### src/rtl/stream_mux_4x1.sv
// -----------------------------------------------------------------------------
// stream_mux_4x1
//
// Purpose:
//   Four-to-one valid/ready stream multiplexer. It arbitrates among channels
//   a, b, c and d, and registers the winning beat into a single output stage.
//   Each output beat carries a source code (out_sel) in the 1x4 demux sel
//   encoding: a=00, b=10, c=01, d=11. That code can steer responses straight
//   back to the originating channel.
//
// Configuration macro:
//   STREAM_MUX_RR_EN  defined   -> round-robin arbitration. A pointer moves to
//                                  the channel after the last winner.
//                     undefined -> fixed priority a > b > c > d, with no
//                                  pointer register.
//
// Ports:
//   clk                    in   clock, rising edge
//   rst                    in   asynchronous active-high reset
//   {a,b,c,d}_valid        in   channel has a beat
//   {a,b,c,d}_data [DW]    in   channel payload
//   {a,b,c,d}_ready        out  channel beat accepted this cycle (combinational)
//   out_valid              out  registered output beat present
//   out_data [DW]          out  registered payload
//   out_sel [2]            out  registered source code
//   out_ready              in   downstream accepts the beat
// -----------------------------------------------------------------------------
module stream_mux_4x1 #(
  parameter int DW = 8
) (
  input  logic          clk,
  input  logic          rst,
  input  logic          a_valid,
  input  logic          b_valid,
  input  logic          c_valid,
  input  logic          d_valid,
  input  logic [DW-1:0] a_data,
  input  logic [DW-1:0] b_data,
  input  logic [DW-1:0] c_data,
  input  logic [DW-1:0] d_data,
  output logic          a_ready,
  output logic          b_ready,
  output logic          c_ready,
  output logic          d_ready,
  output logic          out_valid,
  output logic [DW-1:0] out_data,
  output logic [1:0]    out_sel,
  input  logic          out_ready
);

  // Internal channel index: 0=a, 1=b, 2=c, 3=d.
  logic [3:0]    w_req;
  logic [DW-1:0] w_data [4];
  logic [3:0]    w_ready;
  logic [1:0]    w_ptr;
  logic          w_load;
  logic          w_found;
  logic [1:0]    w_gnt;
  logic          w_xfer;

  logic          r_out_valid;
  logic [DW-1:0] r_out_data;
  logic [1:0]    r_out_sel;

  assign w_req     = {d_valid, c_valid, b_valid, a_valid};
  assign w_data[0] = a_data;
  assign w_data[1] = b_data;
  assign w_data[2] = c_data;
  assign w_data[3] = d_data;

  // The output stage can accept a beat when it is empty or being drained now.
  assign w_load = ~r_out_valid | out_ready;

`ifdef STREAM_MUX_RR_EN
  logic [1:0] r_ptr;

  always_ff @(posedge clk or posedge rst) begin
    if (rst) begin
      r_ptr <= 2'd0;
    end else if (w_xfer) begin
      r_ptr <= w_gnt + 2'd1;  // the 2-bit wrap takes d back to a
    end
  end

  assign w_ptr = r_ptr;
`else
  assign w_ptr = 2'd0;
`endif

  // Cyclic scan from the pointer. The first requesting channel wins.
  always_comb begin
    logic [1:0] v_cand;
    w_found = 1'b0;
    w_gnt   = 2'd0;
    v_cand  = 2'd0;
    for (int k = 0; k < 4; k++) begin
      v_cand = w_ptr + 2'(k);
      if (!w_found && w_req[v_cand]) begin
        w_found = 1'b1;
        w_gnt   = v_cand;
      end
    end
  end

  // rst gates the grant, so no input beat is accepted while reset is held.
  assign w_xfer = w_load & w_found & ~rst;

  genvar gi;
  generate
    for (gi = 0; gi < 4; gi++) begin : g_ready
      assign w_ready[gi] = w_xfer & (w_gnt == 2'(gi));
    end
  endgenerate

  assign a_ready = w_ready[0];
  assign b_ready = w_ready[1];
  assign c_ready = w_ready[2];
  assign d_ready = w_ready[3];

  // Output register. A new beat overrides a drain in the same cycle, so the
  // stream has no bubble. On a drain only, data and sel keep their last values.
  always_ff @(posedge clk or posedge rst) begin
    if (rst) begin
      r_out_valid <= 1'b0;
      r_out_data  <= '0;
      r_out_sel   <= 2'b00;
    end else if (w_xfer) begin
      r_out_valid <= 1'b1;
      r_out_data  <= w_data[w_gnt];
      r_out_sel   <= {w_gnt[0], w_gnt[1]};  // index bit-reversed into the demux code
    end else if (out_ready) begin
      r_out_valid <= 1'b0;
    end
  end

  assign out_valid = r_out_valid;
  assign out_data  = r_out_data;
  assign out_sel   = r_out_sel;

endmodule

### config.mk
export PLATFORM = sky130hd
export DESIGN_NAME = stream_mux_4x1
export DESIGN_NICKNAME = d
export VERILOG_FILES = /design/src/rtl/stream_mux_4x1.sv
export SDC_FILE = /design/constraint.sdc
export NUM_CORES = 1
export LEC_CHECK = 0
export BUFFER_PORTS_ARGS = -buffer_cell sky130_fd_sc_hd__buf_2
export CORE_MARGIN = 4
export CORE_UTILIZATION = 43
export DETAILED_ROUTE_END_ITERATION = 10
export PLACE_DENSITY_LB_ADDON = 0.05
export SYNTH_ARGS = -nofsm -noshare
export SYNTH_HDL_FRONTEND = slang
export SYNTH_SLANG_ARGS = --single-unit
### constraint.sdc
create_clock -name clk -period 2 [get_ports clk]
set_input_delay 0.4 -clock clk [delete_from_list [all_inputs] [get_ports clk]]
set_output_delay 0.4 -clock clk [all_outputs]
set_load 0.005 [all_outputs]
==> results.txt <==
The routed length on met2 is 1.363 mm. The length in cells of the worst reg-to-reg path is 3. The type of element launching the critical path is a register. In this run the vertical extent of the chip is 54.66 µm. The number of buffers inserted for hold repair after clock tree synthesis came out at 0. The effective utilization at floorplan is 46.29%. The horizontal extent of the die is 54.66 µm. The count of state elements after synthesis is 11. The deepest clock path buffer count came out at 2. Yosys mapped a number of flops with a built-in enable equal to 0. The netlist area before placement is 935.9 µm². The largest fanout on the critical path came out at 6. In the post-synthesis netlist, the cell with the most instances is sky130_fd_sc_hd__a31oi_1. The signed area change from the synthesized netlist to the final layout is 29.95%. The worst path in the final design needs a cycle of 1849 ps, including I/O delays and setup. The placeable core region came out at 2022 µm². At the pin with the least slew margin, the transition time is 598.8 ps. The ratio of total power to cell area came out at 542.9 nW/µm².

The number of gates given a new drive strength after cts is 0. The count of synthesis-stage warnings from yosys came out at 0. The signal arrival time at the worst endpoint came out at 1450 ps. Detailed routing inserted a total of 1072 vias. CTS built an H-tree with a depth of 1. In the post-route analysis, the smallest setup slack over all paths is 151.0 ps. The HPWL after detailed placement is 2.036 mm.

The die covers 2987 µm². Tracing the worst setup path back leads to its startpoint at out_valid$_DFFE_PP0P_. The highest ir drop seen on vdd is 0.4857 mV. The total inserted antenna cells is 0. The average routed wire per standard cell is 14.47 µm. The worst setup path is of the register to primary output kind. At the end of routability-driven placement, the weighted congestion stood at 0.7916. Setup repair after global routing left no endpoint under its margin.

The min-delay analysis places its worst path in the category primary input to async pin. STA classifies the critical path endpoint as a primary output. TritonCTS built the clock tree. The worst max-slew margin expressed relative to the limit is 59.86%. The top metal layer carrying routed signals is met4. The number of distinct library cell variants in the gate-level netlist after synthesis is 25. The critical path ends at c_ready. The leakage power came out at 0.6152 nW. The number of max-capacitance violations reported came out at 0. The ratio of final minimum period to clock period came out at 92.45%. After synthesis, the cell types taking the most area are sky130_fd_sc_hd__dfrtp_1 29%, sky130_fd_sc_hd__a31oi_1 11%, sky130_fd_sc_hd__and3b_1 8.4%, sky130_fd_sc_hd__a22o_1 6.6%, sky130_fd_sc_hd__nand3b_1 5.6%. The maximum number of pins on one net before global-route repair is 29. Wire segments on met3 add up to 212 µm in the final route. Counting every net in the synthesized netlist gives 155. The number of buffers added by the clock tree synthesis step came out at 3. The first global-routing pass estimated 4.229 mm of wire.

For this run, the top clock speed supported by timing is 540.8 MHz. At the placement stage, the worst setup path has a slack of 279.2 ps. The endpoint identified for the worst register-to-register timing path is out_data[7]$_DFFE_PP0P_. The area share of the largest cell type after synthesis came out at 29.41%. The data required time at the worst endpoint came out at 1600 ps.

The run finished with clean final reports. The clock latency on the worst-skew pair is 270 ps. The fraction of layout cells with a size suffix above 1 is 38.04%. Wires add up to 2.750 mm.

The largest total area in the synthesized netlist belongs to sky130_fd_sc_hd__dfrtp_1. The clock drives 11 sinks. Clock tree synthesis selected as its root buffer the cell sky130_fd_sc_hd__clkbuf_4. Setup violations remaining at the end of the flow were counted as 0. The commonest cells after synthesis are 17 x sky130_fd_sc_hd__a31oi_1, 11 x sky130_fd_sc_hd__dfrtp_1, 10 x sky130_fd_sc_hd__clkbuf_1, 10 x sky130_fd_sc_hd__o21ai_0. For this run, the leading register cell type out of synthesis is sky130_fd_sc_hd__dfrtp_1. The number of global-route vias before repair is 957.

The final hold violation count came out at 0. Dividing the synthesized area by the synthesized cell count gives 8.068 µm². The number of rows created at floorplan is 16.

The post-detailed-route via-to-cell ratio came out at 5.642. The number of max-slew violations in the final report is 0. The instance count of the mapped netlist is 116. The count of nets left with antenna violations once routing finished came out at 0. The starting DRC count in detailed routing is 11. The remaining design rule violation count came out at 0. In this run the tool buffered the top-level ports with 53 buffer cells. The number of search-and-repair iterations in the first detailed-routing pass is 4. The wire length on met1 is 1.144 mm. The total overflow left after global routing is 0. The sum of negative setup slack came out at 0 ps. The setup check on the worst reg-to-reg path leaves a slack of 630 ps. The post-synthesis sequential area ratio came out at 29.41%.

The initial antenna violation count was 0. The boundary pin count is 54. Of all flip-flops after synthesis, the portion carrying an async set or reset was 100.0%. The clock edge transition at the registers on the reported setup and hold paths came out at 80 ps.

Post-CTS timing repair inserted 0 buffers for setup. The reg-to-reg startpoint is out_valid$_DFFE_PP0P_. The clock skew came out at 3.936 ps.

The final net count came out at 203. Global routing used 19.74% of the available tracks across all layers. The overall power after layout came out at 0.6602 mW.
placed cells by master, fill, tap and decap left out:
cell type,n
sky130_fd_sc_hd__buf_2,53
sky130_fd_sc_hd__a31oi_1,17
sky130_fd_sc_hd__dfrtp_1,11
sky130_fd_sc_hd__o21ai_0,10
sky130_fd_sc_hd__and3b_1,9
sky130_fd_sc_hd__inv_1,9
sky130_fd_sc_hd__nor2b_1,8
sky130_fd_sc_hd__nand3b_1,7
sky130_fd_sc_hd__a21oi_1,7
sky130_fd_sc_hd__a22o_1,7
sky130_fd_sc_hd__nor2_1,5
sky130_fd_sc_hd__clkbuf_4,3
sky130_fd_sc_hd__nor3_1,2
sky130_fd_sc_hd__buf_4,2
sky130_fd_sc_hd__and2_1,1
sky130_fd_sc_hd__nor4_2,1
sky130_fd_sc_hd__nor4_1,1
sky130_fd_sc_hd__or4_4,1
sky130_fd_sc_hd__nand2b_1,1
sky130_fd_sc_hd__nor3_2,1
sky130_fd_sc_hd__nor4b_1,1
sky130_fd_sc_hd__and3_1,1
sky130_fd_sc_hd__and4b_1,1
sky130_fd_sc_hd__nand3_1,1
sky130_fd_sc_hd__o221a_2,1
sky130_fd_sc_hd__o32a_1,1
sky130_fd_sc_hd__clkbuf_1,1
kinds of logic (layout without fill, tap and decap cells):
family	after synthesis	count (layout)	share of synthesized area [%]
and+or+nand+nor	41	41	31.29
DFF	11	11	29.41
AOI/OAI and AO/OA	43	43	29.28
buffers and inverters	21	68	10.03
how the worst min path moves through the flow:
stage	to	slack [ps]	cells after the start
floorplan	out_sel[0]$_DFFE_PP0P_	500	1
global placement	out_sel[0]$_DFFE_PP0P_	490	1
detailed placement	out_sel[0]$_DFFE_PP0P_	490	1
CTS	out_data[3]$_DFFE_PP0P_	220	3
global route	out_sel[1]$_DFFE_PP0P_	240	3
finish	out_data[3]$_DFFE_PP0P_	220	3
sequential cells by signal, indices dropped and copies added (netlist names):
register,cells
out_valid,1
out_sel,2
out_data,8
through the flow:
step / std cells / util (%) / instance area (µm²) / hold WS [ps]
final: 190 / 60.15 / 1216 / 224.6
after global routing: 190 / 60.15 / 1216 / 244.8
after CTS: 190 / 60.15 / 1216 / 220.8
after detailed placement: 186 / 58.85 / 1190 / 493.7
after global placement: 186 / 58.85 / 1190 / 492.3
after floorplan: 116 / - / 935.9 / 495.2
layout make-up:
class	instances	area, µm²
Multi-Input combinational cell	84	566.8
Sequential cell	11	275.3
Inverter	9	33.78
Timing Repair Buffer	55	280.3
Fill cell	203	805.8
Clock buffer	4	26.28
Tap cell	27	33.78
where the power goes:
part / internal, mW / switching [mW] / total, mW
clock: 0.0773 / 0.0813 / 0.159
combinational: 0.113 / 0.111 / 0.224
sequential: 0.258 / 0.0197 / 0.278
metal layers:
layer,global-route usage [%],vias up
met4,6.639,0
met3,6.812,4
met5,0,-
met2,34.06,41
met1,22.33,499
li1,-,528
worst max-delay path: stages (launching register included):
cell	delay, ps
sky130_fd_sc_hd__dfrtp_1	370
sky130_fd_sc_hd__nor2b_1	370
sky130_fd_sc_hd__nor2_1	120
sky130_fd_sc_hd__and3_1	200
sky130_fd_sc_hd__buf_2	120
(Power assumes the default switching activity.)
